==> src/rtl/mult_arbiter.sv <==
// rtl/mult_arbiter.sv - round-robin arbiter sharing one 8x8 sequential multiplier
//
// Purpose:
//   Grants one of NREQ requesters at a time and latches that requester's
//   operands. It issues a single start strobe to the multiplier and follows the
//   multiplier's busy handshake. It then returns the 16-bit product with a
//   one-cycle done pulse to the granted requester.
//   Flow: IDLE -> ISSUE -> WAIT_BUSY -> WAIT_DONE -> DELIVER -> IDLE.
//
// Optional feature macro: MULT_ARB_TIMEOUT_EN
//   When defined, a watchdog counts cycles spent in WAIT_BUSY / WAIT_DONE.
//   When the count reaches TO_CYC, the operation is delivered with err_o=1 and
//   y_bo=0. When undefined, err_o is tied 0 and the arbiter waits indefinitely.
//
// Ports:
//   clk_i          clock, rising edge
//   rst_i          asynchronous active-high reset (shared with the multiplier)
//   req_i          per-requester request, held until the matching done_o bit
//   a_bi, b_bi     packed operands, requester k on bits [8k+7:8k]
//   grant_o        one-hot, requester currently being served
//   done_o         one-hot one-cycle pulse, y_bo valid for that requester
//   y_bo           product of the last completed operation
//   err_o          watchdog error, valid with done_o
//   busy_o         high whenever the sequencer is not idle
//   mult_a_bo/_b_bo operands driven to the multiplier
//   mult_start_o   start strobe to the multiplier
//   mult_busy_i    busy from the multiplier
//   mult_y_bi      product from the multiplier

module mult_arbiter #(
    parameter int NREQ   = 4,
    parameter int TO_CYC = 16
) (
    input  logic              clk_i,
    input  logic              rst_i,
    input  logic [NREQ-1:0]   req_i,
    input  logic [8*NREQ-1:0] a_bi,
    input  logic [8*NREQ-1:0] b_bi,
    output logic [NREQ-1:0]   grant_o,
    output logic [NREQ-1:0]   done_o,
    output logic [15:0]       y_bo,
    output logic              err_o,
    output logic              busy_o,
    output logic [7:0]        mult_a_bo,
    output logic [7:0]        mult_b_bo,
    output logic              mult_start_o,
    input  logic              mult_busy_i,
    input  logic [15:0]       mult_y_bi
);

    localparam int IDXW = $clog2(NREQ);

    typedef enum logic [2:0] {
        IDLE      = 3'd0,
        ISSUE     = 3'd1,
        WAIT_BUSY = 3'd2,
        WAIT_DONE = 3'd3,
        DELIVER   = 3'd4
    } state_t;

    state_t            state;
    logic [IDXW-1:0]   rr_ptr;

    logic [2*NREQ-1:0] req_dbl;
    logic [NREQ-1:0]   req_rot;
    logic              sel_valid;
    logic [IDXW-1:0]   sel_idx;
    logic [NREQ-1:0]   sel_oh;
    logic [7:0]        sel_a;
    logic [7:0]        sel_b;

    // Rotate the request vector so that bit 0 is the requester just after
    // rr_ptr; the lowest set bit of the rotated vector is then the winner.
    assign req_dbl = {req_i, req_i};
    assign req_rot = NREQ'(req_dbl >> (int'(rr_ptr) + 1));

    always_comb begin
        sel_valid = 1'b0;
        sel_idx   = '0;
        for (int i = NREQ - 1; i >= 0; i--) begin
            if (req_rot[i]) begin
                sel_valid = 1'b1;
                sel_idx   = IDXW'((int'(rr_ptr) + 1 + i) % NREQ);
            end
        end
    end

    always_comb begin
        sel_oh = '0;
        sel_a  = '0;
        sel_b  = '0;
        for (int i = 0; i < NREQ; i++) begin
            if (sel_idx == IDXW'(i)) begin
                sel_oh[i] = 1'b1;
                sel_a     = a_bi[i*8 +: 8];
                sel_b     = b_bi[i*8 +: 8];
            end
        end
    end

`ifdef MULT_ARB_TIMEOUT_EN
    localparam int CNTW = $clog2(TO_CYC + 1);
    logic [CNTW-1:0] to_cnt;
    logic            to_hit;

    assign to_hit = (to_cnt == CNTW'(TO_CYC - 1));
`else
    assign err_o = 1'b0;
`endif

    always_ff @(posedge clk_i or posedge rst_i) begin
        if (rst_i) begin
            state        <= IDLE;
            rr_ptr       <= IDXW'(NREQ - 1);
            grant_o      <= '0;
            done_o       <= '0;
            y_bo         <= '0;
            busy_o       <= 1'b0;
            mult_a_bo    <= '0;
            mult_b_bo    <= '0;
            mult_start_o <= 1'b0;
`ifdef MULT_ARB_TIMEOUT_EN
            err_o        <= 1'b0;
            to_cnt       <= '0;
`endif
        end else begin
            // Strobes default low so each is high for exactly one cycle.
            mult_start_o <= 1'b0;
            done_o       <= '0;
            case (state)
                IDLE: begin
                    if (sel_valid) begin
                        grant_o      <= sel_oh;
                        mult_a_bo    <= sel_a;
                        mult_b_bo    <= sel_b;
                        rr_ptr       <= sel_idx;
                        mult_start_o <= 1'b1;
                        busy_o       <= 1'b1;
                        state        <= ISSUE;
                    end
                end
                ISSUE: begin
                    state <= WAIT_BUSY;
`ifdef MULT_ARB_TIMEOUT_EN
                    to_cnt <= '0;
`endif
                end
                WAIT_BUSY: begin
                    if (mult_busy_i) begin
                        state <= WAIT_DONE;
`ifdef MULT_ARB_TIMEOUT_EN
                        to_cnt <= '0;
                    end else if (to_hit) begin
                        y_bo   <= '0;
                        err_o  <= 1'b1;
                        done_o <= grant_o;
                        state  <= DELIVER;
                    end else begin
                        to_cnt <= to_cnt + 1'b1;
`endif
                    end
                end
                WAIT_DONE: begin
                    // The first low sample of busy means the product is ready.
                    if (!mult_busy_i) begin
                        y_bo   <= mult_y_bi;
                        done_o <= grant_o;
                        state  <= DELIVER;
`ifdef MULT_ARB_TIMEOUT_EN
                        err_o  <= 1'b0;
                    end else if (to_hit) begin
                        y_bo   <= '0;
                        err_o  <= 1'b1;
                        done_o <= grant_o;
                        state  <= DELIVER;
                    end else begin
                        to_cnt <= to_cnt + 1'b1;
`endif
                    end
                end
                DELIVER: begin
                    grant_o <= '0;
                    busy_o  <= 1'b0;
                    state   <= IDLE;
                end
                default: begin
                    grant_o <= '0;
                    busy_o  <= 1'b0;
                    state   <= IDLE;
                end
            endcase
        end
    end

endmodule

==> config.mk <==
export PLATFORM = sky130hd
export DESIGN_NAME = mult_arbiter
export DESIGN_NICKNAME = d
export VERILOG_FILES = /design/src/rtl/mult_arbiter.sv
export SDC_FILE = /design/constraint.sdc
export NUM_CORES = 1
export LEC_CHECK = 0
export ABC_AREA = 1
export CAP_MARGIN = 20
export CORE_MARGIN = 2
export CORE_UTILIZATION = 41
export DETAILED_ROUTE_END_ITERATION = 10
export HOLD_SLACK_MARGIN = 0.02
export PLACE_DENSITY = 0.77
export SYNTH_ARGS = -nofsm -noshare
export SYNTH_HDL_FRONTEND = slang
export SYNTH_SLANG_ARGS = --single-unit
==> constraint.sdc <==
create_clock -name clk_i -period 2 [get_ports clk_i]
set_input_delay 0.3 -clock clk_i [delete_from_list [all_inputs] [get_ports clk_i]]
set_output_delay 0.3 -clock clk_i [all_outputs]
set_load 0.02 [all_outputs]
; After elaboration in Yosys (flattened, before gate mapping)
; Cells that the tools add are included.
; Widths: inputs -> output; s select.
[op_classes]
n_eq_ne = 9
n_bitwise = 2
n_shift = 1
n_addsub = 4
n_mux = 32
n_reduce_logical = 7
[op_table]
columns = operator, count
row1 = $mux 8, 8
row2 = $mux 4, 3
row3 = $pmux 3 s4, 1
row4 = $mux 1, 11
row5 = $mux 3, 3
row6 = $mux 2, 4
row7 = $pmux 4 s2, 1
row8 = $shr 8x3->4, 1
row9 = $eq 3x2->1 const B, 2
row10 = $ne 2x2->1 const B, 3
row11 = $reduce_and 2->1, 3
row12 = $add 2x2->2 const B, 2
row13 = $eq 2x2->1 const B, 2
row14 = $add 2x1->3 const B, 1
row15 = $eq 3x1->1 const B, 1
row16 = $logic_not 3->1, 1
row17 = $reduce_and 3->1, 1
row18 = $reduce_or 3->1, 1
row19 = $add 2x1->2 const B, 1
row20 = $eq 2x1->1 const B, 1
row21 = $logic_not 2->1, 1
row22 = $not 1->1, 2
row23 = $pmux 1 s2, 1
[totals]
reg_bits = 47
output_inout_bits = 43
wordCells = 64

; Logic depth before layout (Yosys ltp)
[logic_depth]
ltp_word = 11
depth_mapped = 17

; Worst setup path after synthesis
; Ideal clock, no wire load.
[synth_path]
path_type = register to register
startpoint = reg rr_ptr[0]
endpoint = reg mult_a_bo[0]
path_stages_with_launch = 14
arrival_time_ns = 1.713
path_slack_ns = 0.171
cell_sequence = dfstp_2 buf_6 inv_4 nand2_2 nand3_1 nand2_1 nand3_1 and2_4 buf_6 nand2_4 buf_4 nand2_1 nand2_1 nand2_1
[synth_between]
elab_chain_len = 11
elab_cells_between_ends = 22
classes_between = 4 x add/sub / 3 x eq/ne / 1 x shift / 12 x mux / 2 x reduce/logical
[synth_rtl]
columns = element, line
row1 = "start, declared", 62  ; logic [IDXW-1:0] rr_ptr;
row2 = "start signal, assigned", 114  ; rr_ptr <= IDXW'(NREQ - 1);
row3 = "start signal, assigned", 136  ; rr_ptr <= sel_idx;
row4 = $add 2x1->3 *, 83  ; sel_idx = IDXW'((int'(rr_ptr) + 1 + i) % NREQ);
row5 = $add 2x1->2 / $shr 8x3->4 (equally long branches), "83, 75"
row6 = $mux 2 (4 in series), 81  ; if (req_rot[i]) begin
row7 = $logic_not 2->1, 93  ; if (sel_idx == IDXW'(i)) begin
row8 = $mux 8 (4 in series), 93
row9 = "end signal, assigned", 134  ; mult_a_bo <= sel_a;
row10 = "end, declared", 44  ; output logic [7:0] mult_a_bo,
; Every way passes the cells marked *; elsewhere a longest branch is shown, timed or not.
; A chain may end at the register's enable or synchronous reset.

; Worst setup path after layout
[layout_path]
startpoint = reg rr_ptr[0]
endpoint = reg mult_b_bo[2]
[layout_between]
elab_chain_len = 11
elab_cells_between_ends = 22
classes_between = 4 x add/sub / 3 x eq/ne / 1 x shift / 12 x mux / 2 x reduce/logical
[layout_rtl]
columns = element, line
row1 = $add 2x1->3 *, 83
row2 = $add 2x1->2 / $shr 8x3->4 (equally long branches), "83, 75"
row3 = $mux 2 (4 in series), 81
row4 = $logic_not 2->1, 93
row5 = $mux 8 (4 in series), 93
row6 = "end signal, assigned", 135  ; mult_b_bo <= sel_b;
row7 = "end, declared", 45  ; output logic [7:0] mult_b_bo,
; Marked as above.

==> flow_metrics.env <==
export IMPL_outcome="finished with violations"
export IMPL_violations="setup timing"
export IMPL_clock_latency_ns=0.29
export IMPL_yosys_cell_count_top_type="nand2_1"
export IMPL_die_h_um=85.5
export IMPL_dr_pass1_iters=4
export IMPL_async_flop_share_pct=100
export IMPL_yosys_warnings=0
export IMPL_overflow=0
export IMPL_path_max_fanout=8
export IMPL_die_width_um=85.5
export IMPL_die_area_um2=7320
export IMPL_ys_seq_area_share_pct=43.2
export IMPL_ys_ff_latch=47
export IMPL_p_leak_uw=0.00220
export IMPL_core_um2=6390
export IMPL_skew_ns=0.00853
export IMPL_netlist_area_um2=2730
export IMPL_syn_avg_cell_area_um2=7.35
export IMPL_required_ns=2.18
export IMPL_rsz0062_at_grt="yes"
export IMPL_first_global_vias=2702
export IMPL_slowest_delay_ns=0.65
export IMPL_crit_type="reg2reg"
export IMPL_setup_viol=1
export IMPL_yosysTopAreaCell="dfrtp_1"
export IMPL_slew_viol_final=0
export IMPL_hold_buffers=0
export IMPL_path_cells="inv_4 -> nand2_2 -> nand3_2 -> nand2_4 -> nand2_2 -> nor2_4 -> nand2_4 -> nand2_8 -> buf_12 -> nand2_1 -> nand2_1 -> nand2_1 -> nand2_1 -> nand3_1"
export IMPL_cts_buffers=5
export IMPL_setup_ws_ns=-0.0232
export IMPL_via_per_inst=4.84
export IMPL_path_buf_inv=2
export IMPL_drtIter0Drc=105
export IMPL_antenna_found_initial=0
export IMPL_start_kind="flip-flop"
export IMPL_htree_levels=2
export IMPL_yosys_top_cells_area="dfrtp_1, nand2_1, nand3_1"
export IMPL_min_period_over_period_pct=101
export IMPL_synth_xor_area_share_pct=0.321
export IMPL_cp_arrival_ns=2.20
export IMPL_multiInputGateArea_um2=1410
export IMPL_min_period_ns=2.02
export IMPL_final_nets=600
export IMPL_cp_end_kind="flip-flop"
export IMPL_seq_area_um2=1180
export IMPL_ant_nets=0
export IMPL_clk_pin_slew_ns=0.08
export IMPL_synth_cell_type_count=31
export IMPL_synthMuxAreaShare_pct=0
export IMPL_grt_usage_pct=20.5
export IMPL_hp_class="in2async"
export IMPL_slowest_stage="dfstp_2"
export IMPL_fin_util_pct=69.7
export IMPL_grt_max_degree=48
export IMPL_synth_fa_ha_area_share_pct=0
export IMPL_syn2layout_area_growth_pct=63.3
export IMPL_synth_compound_area_share_pct=7.62
export IMPL_vdd_drop_max_mv=1.02
export IMPL_drv_cap=0
export IMPL_cts_tree="built"
export IMPL_io_pins=130
export IMPL_yosys_area_top_type_share_pct=41.3
export IMPL_n_antenna_cell=0
export IMPL_grt_pass1_wl_um=12200
export IMPL_place_congestion=0.843
export IMPL_vias=2862
export IMPL_syn_num_nets=458
export IMPL_fillers=504
export IMPL_max_freq_ghz=0.494
export IMPL_drive_gt1_share_pct=16.0
export IMPL_pre_cts_ws_ns=-0.100
export IMPL_synth_edf_count=0
export IMPL_crit_family="simple AND/OR/NAND/NOR gates"
export IMPL_rows=29
export IMPL_synthesis_instances=371
export IMPL_io_buffers=128
export IMPL_synthSimpleGateAreaFrac_pct=37.7
export IMPL_setup_tns_ns=-0.0232
export IMPL_cts_root_buf="clkbuf_8"
export IMPL_dpl_hpwl_um=5860
export IMPL_ys_top_cells_by_count="nand2_1, nand3_1, dfrtp_1"
export IMPL_routedWlPerCell_um=13.1
export IMPL_ys_flop_type="dfrtp_1"
export IMPL_cts_sinks=47
export IMPL_synth_top_family_by_area="simple AND/OR/NAND/NOR gates"
export IMPL_drc=0
export IMPL_timing_critical_path_mode_cell="nand2_1"
export IMPL_finalHoldViolations=0
export IMPL_p_per_area_nw_per_um2=1760
export IMPL_wl_um=7770
export IMPL_cts_buffer_depth=2
export IMPL_start_util_pct=42.7
==> worst reg2reg max path, delay by kind of cell (launching register included) <==
kind / cells / cell delay [ns]
flops: 1 / 0.65
buf+inv: 2 / 0.22
simple gates: 12 / 1.05
==> metal layers <==
metal | GRT usage, % | wire [um]
met1 | 26.7 | 3330
met3 | 5.10 | 592
met5 | 0 | 0
met2 | 35.3 | 3770
met4 | 3.32 | 78
==> power by group <==
group	switching [uW]	internal (uW)
Clock	313	246
Combinational	3190	2440
Sequential	263	1390
Total	3760	4080
==> cells in the final DEF, fill, tap and decap left out, types with 2 or more instances in the layout <==
cell / count
a21oi_1: 2
buf_12: 4
buf_4: 18
clkbuf_8: 5
clkdlybuf4s50_1: 128
clkinv_2: 2
dfrtp_1: 45
dfstp_2: 2
inv_1: 35
inv_2: 4
inv_4: 2
inv_6: 2
nand2_1: 140
nand2_2: 6
nand2_4: 9
nand2_8: 2
nand3_1: 39
nand3_2: 15
nand4_1: 3
nor2_1: 10
nor2_4: 3
nor3_1: 2
o21a_1: 16
o21ai_0: 4
o21ai_1: 3
o22ai_1: 2
==> per-stage QoR <==
step,instance area (um2),hold WS (ns),instances,total power [uW]
2_1_floorplan,2730,0.417,371,5010
3_3_place_gp,4180,0.455,581,6620
3_5_place_dp,4180,0.462,581,6730
4_1_cts,4270,0.361,589,7330
5_1_grt,4450,0.359,591,8510
6_report,4450,0.352,591,7840
==> cells by family after synthesis <==
kind of cell / Yosys count
AOI/OAI and AO/OA: 31
other: 1
buffers and inverters: 59
xor gates and xnor gates: 1
DFF: 47
and+or+nand+nor: 232
==> repair_timing <==
action,4_1_cts,5_1_grt
cloned,0,1
gates resized for setup,1,39
setup endpoints to repair,3,22
pin swaps,0,9
buffers inserted,0,1
==> area by class of cell <==
class	instances	area share, %
clock buffer	5	1.55
sequential	47	26.5
clock inverter	3	0.421
tap	77	2.16
timing repair inverter	1	0.140
timing repair buffer	151	33.9
inverter	42	3.82
multi-input combinational	265	31.6
==> flip-flops by register name (all words and copies together), names as in the netlist <==
name,cells
busy_o,1
done_o,4
grant_o,4
mult_a_bo,8
mult_b_bo,8
mult_start_o,1
rr_ptr,2
state,3
y_bo,16
==> path summary, 6_finish.rpt <==
kind,from,endpoint,slack [ns],depth (start not counted)
max,rr_ptr[0]$_DFFE_PP1P_,mult_b_bo[2]$_DFFE_PP0P_,-0.02,14
min,rst_i,y_bo[9]$_DFFE_PP0P_,0.35,3
max reg2reg,rr_ptr[0]$_DFFE_PP1P_,mult_b_bo[2]$_DFFE_PP0P_,-0.02,14
min reg2reg,y_bo[15]$_DFFE_PP0P_,y_bo[15]$_DFFE_PP0P_,0.48,2
max in group asynchronous,rst_i,rr_ptr[0]$_DFFE_PP1P_,1.37,3
min in group clk_i,y_bo[15]$_DFFE_PP0P_,y_bo[15]$_DFFE_PP0P_,0.48,2
(Power assumes the default switching activity.)
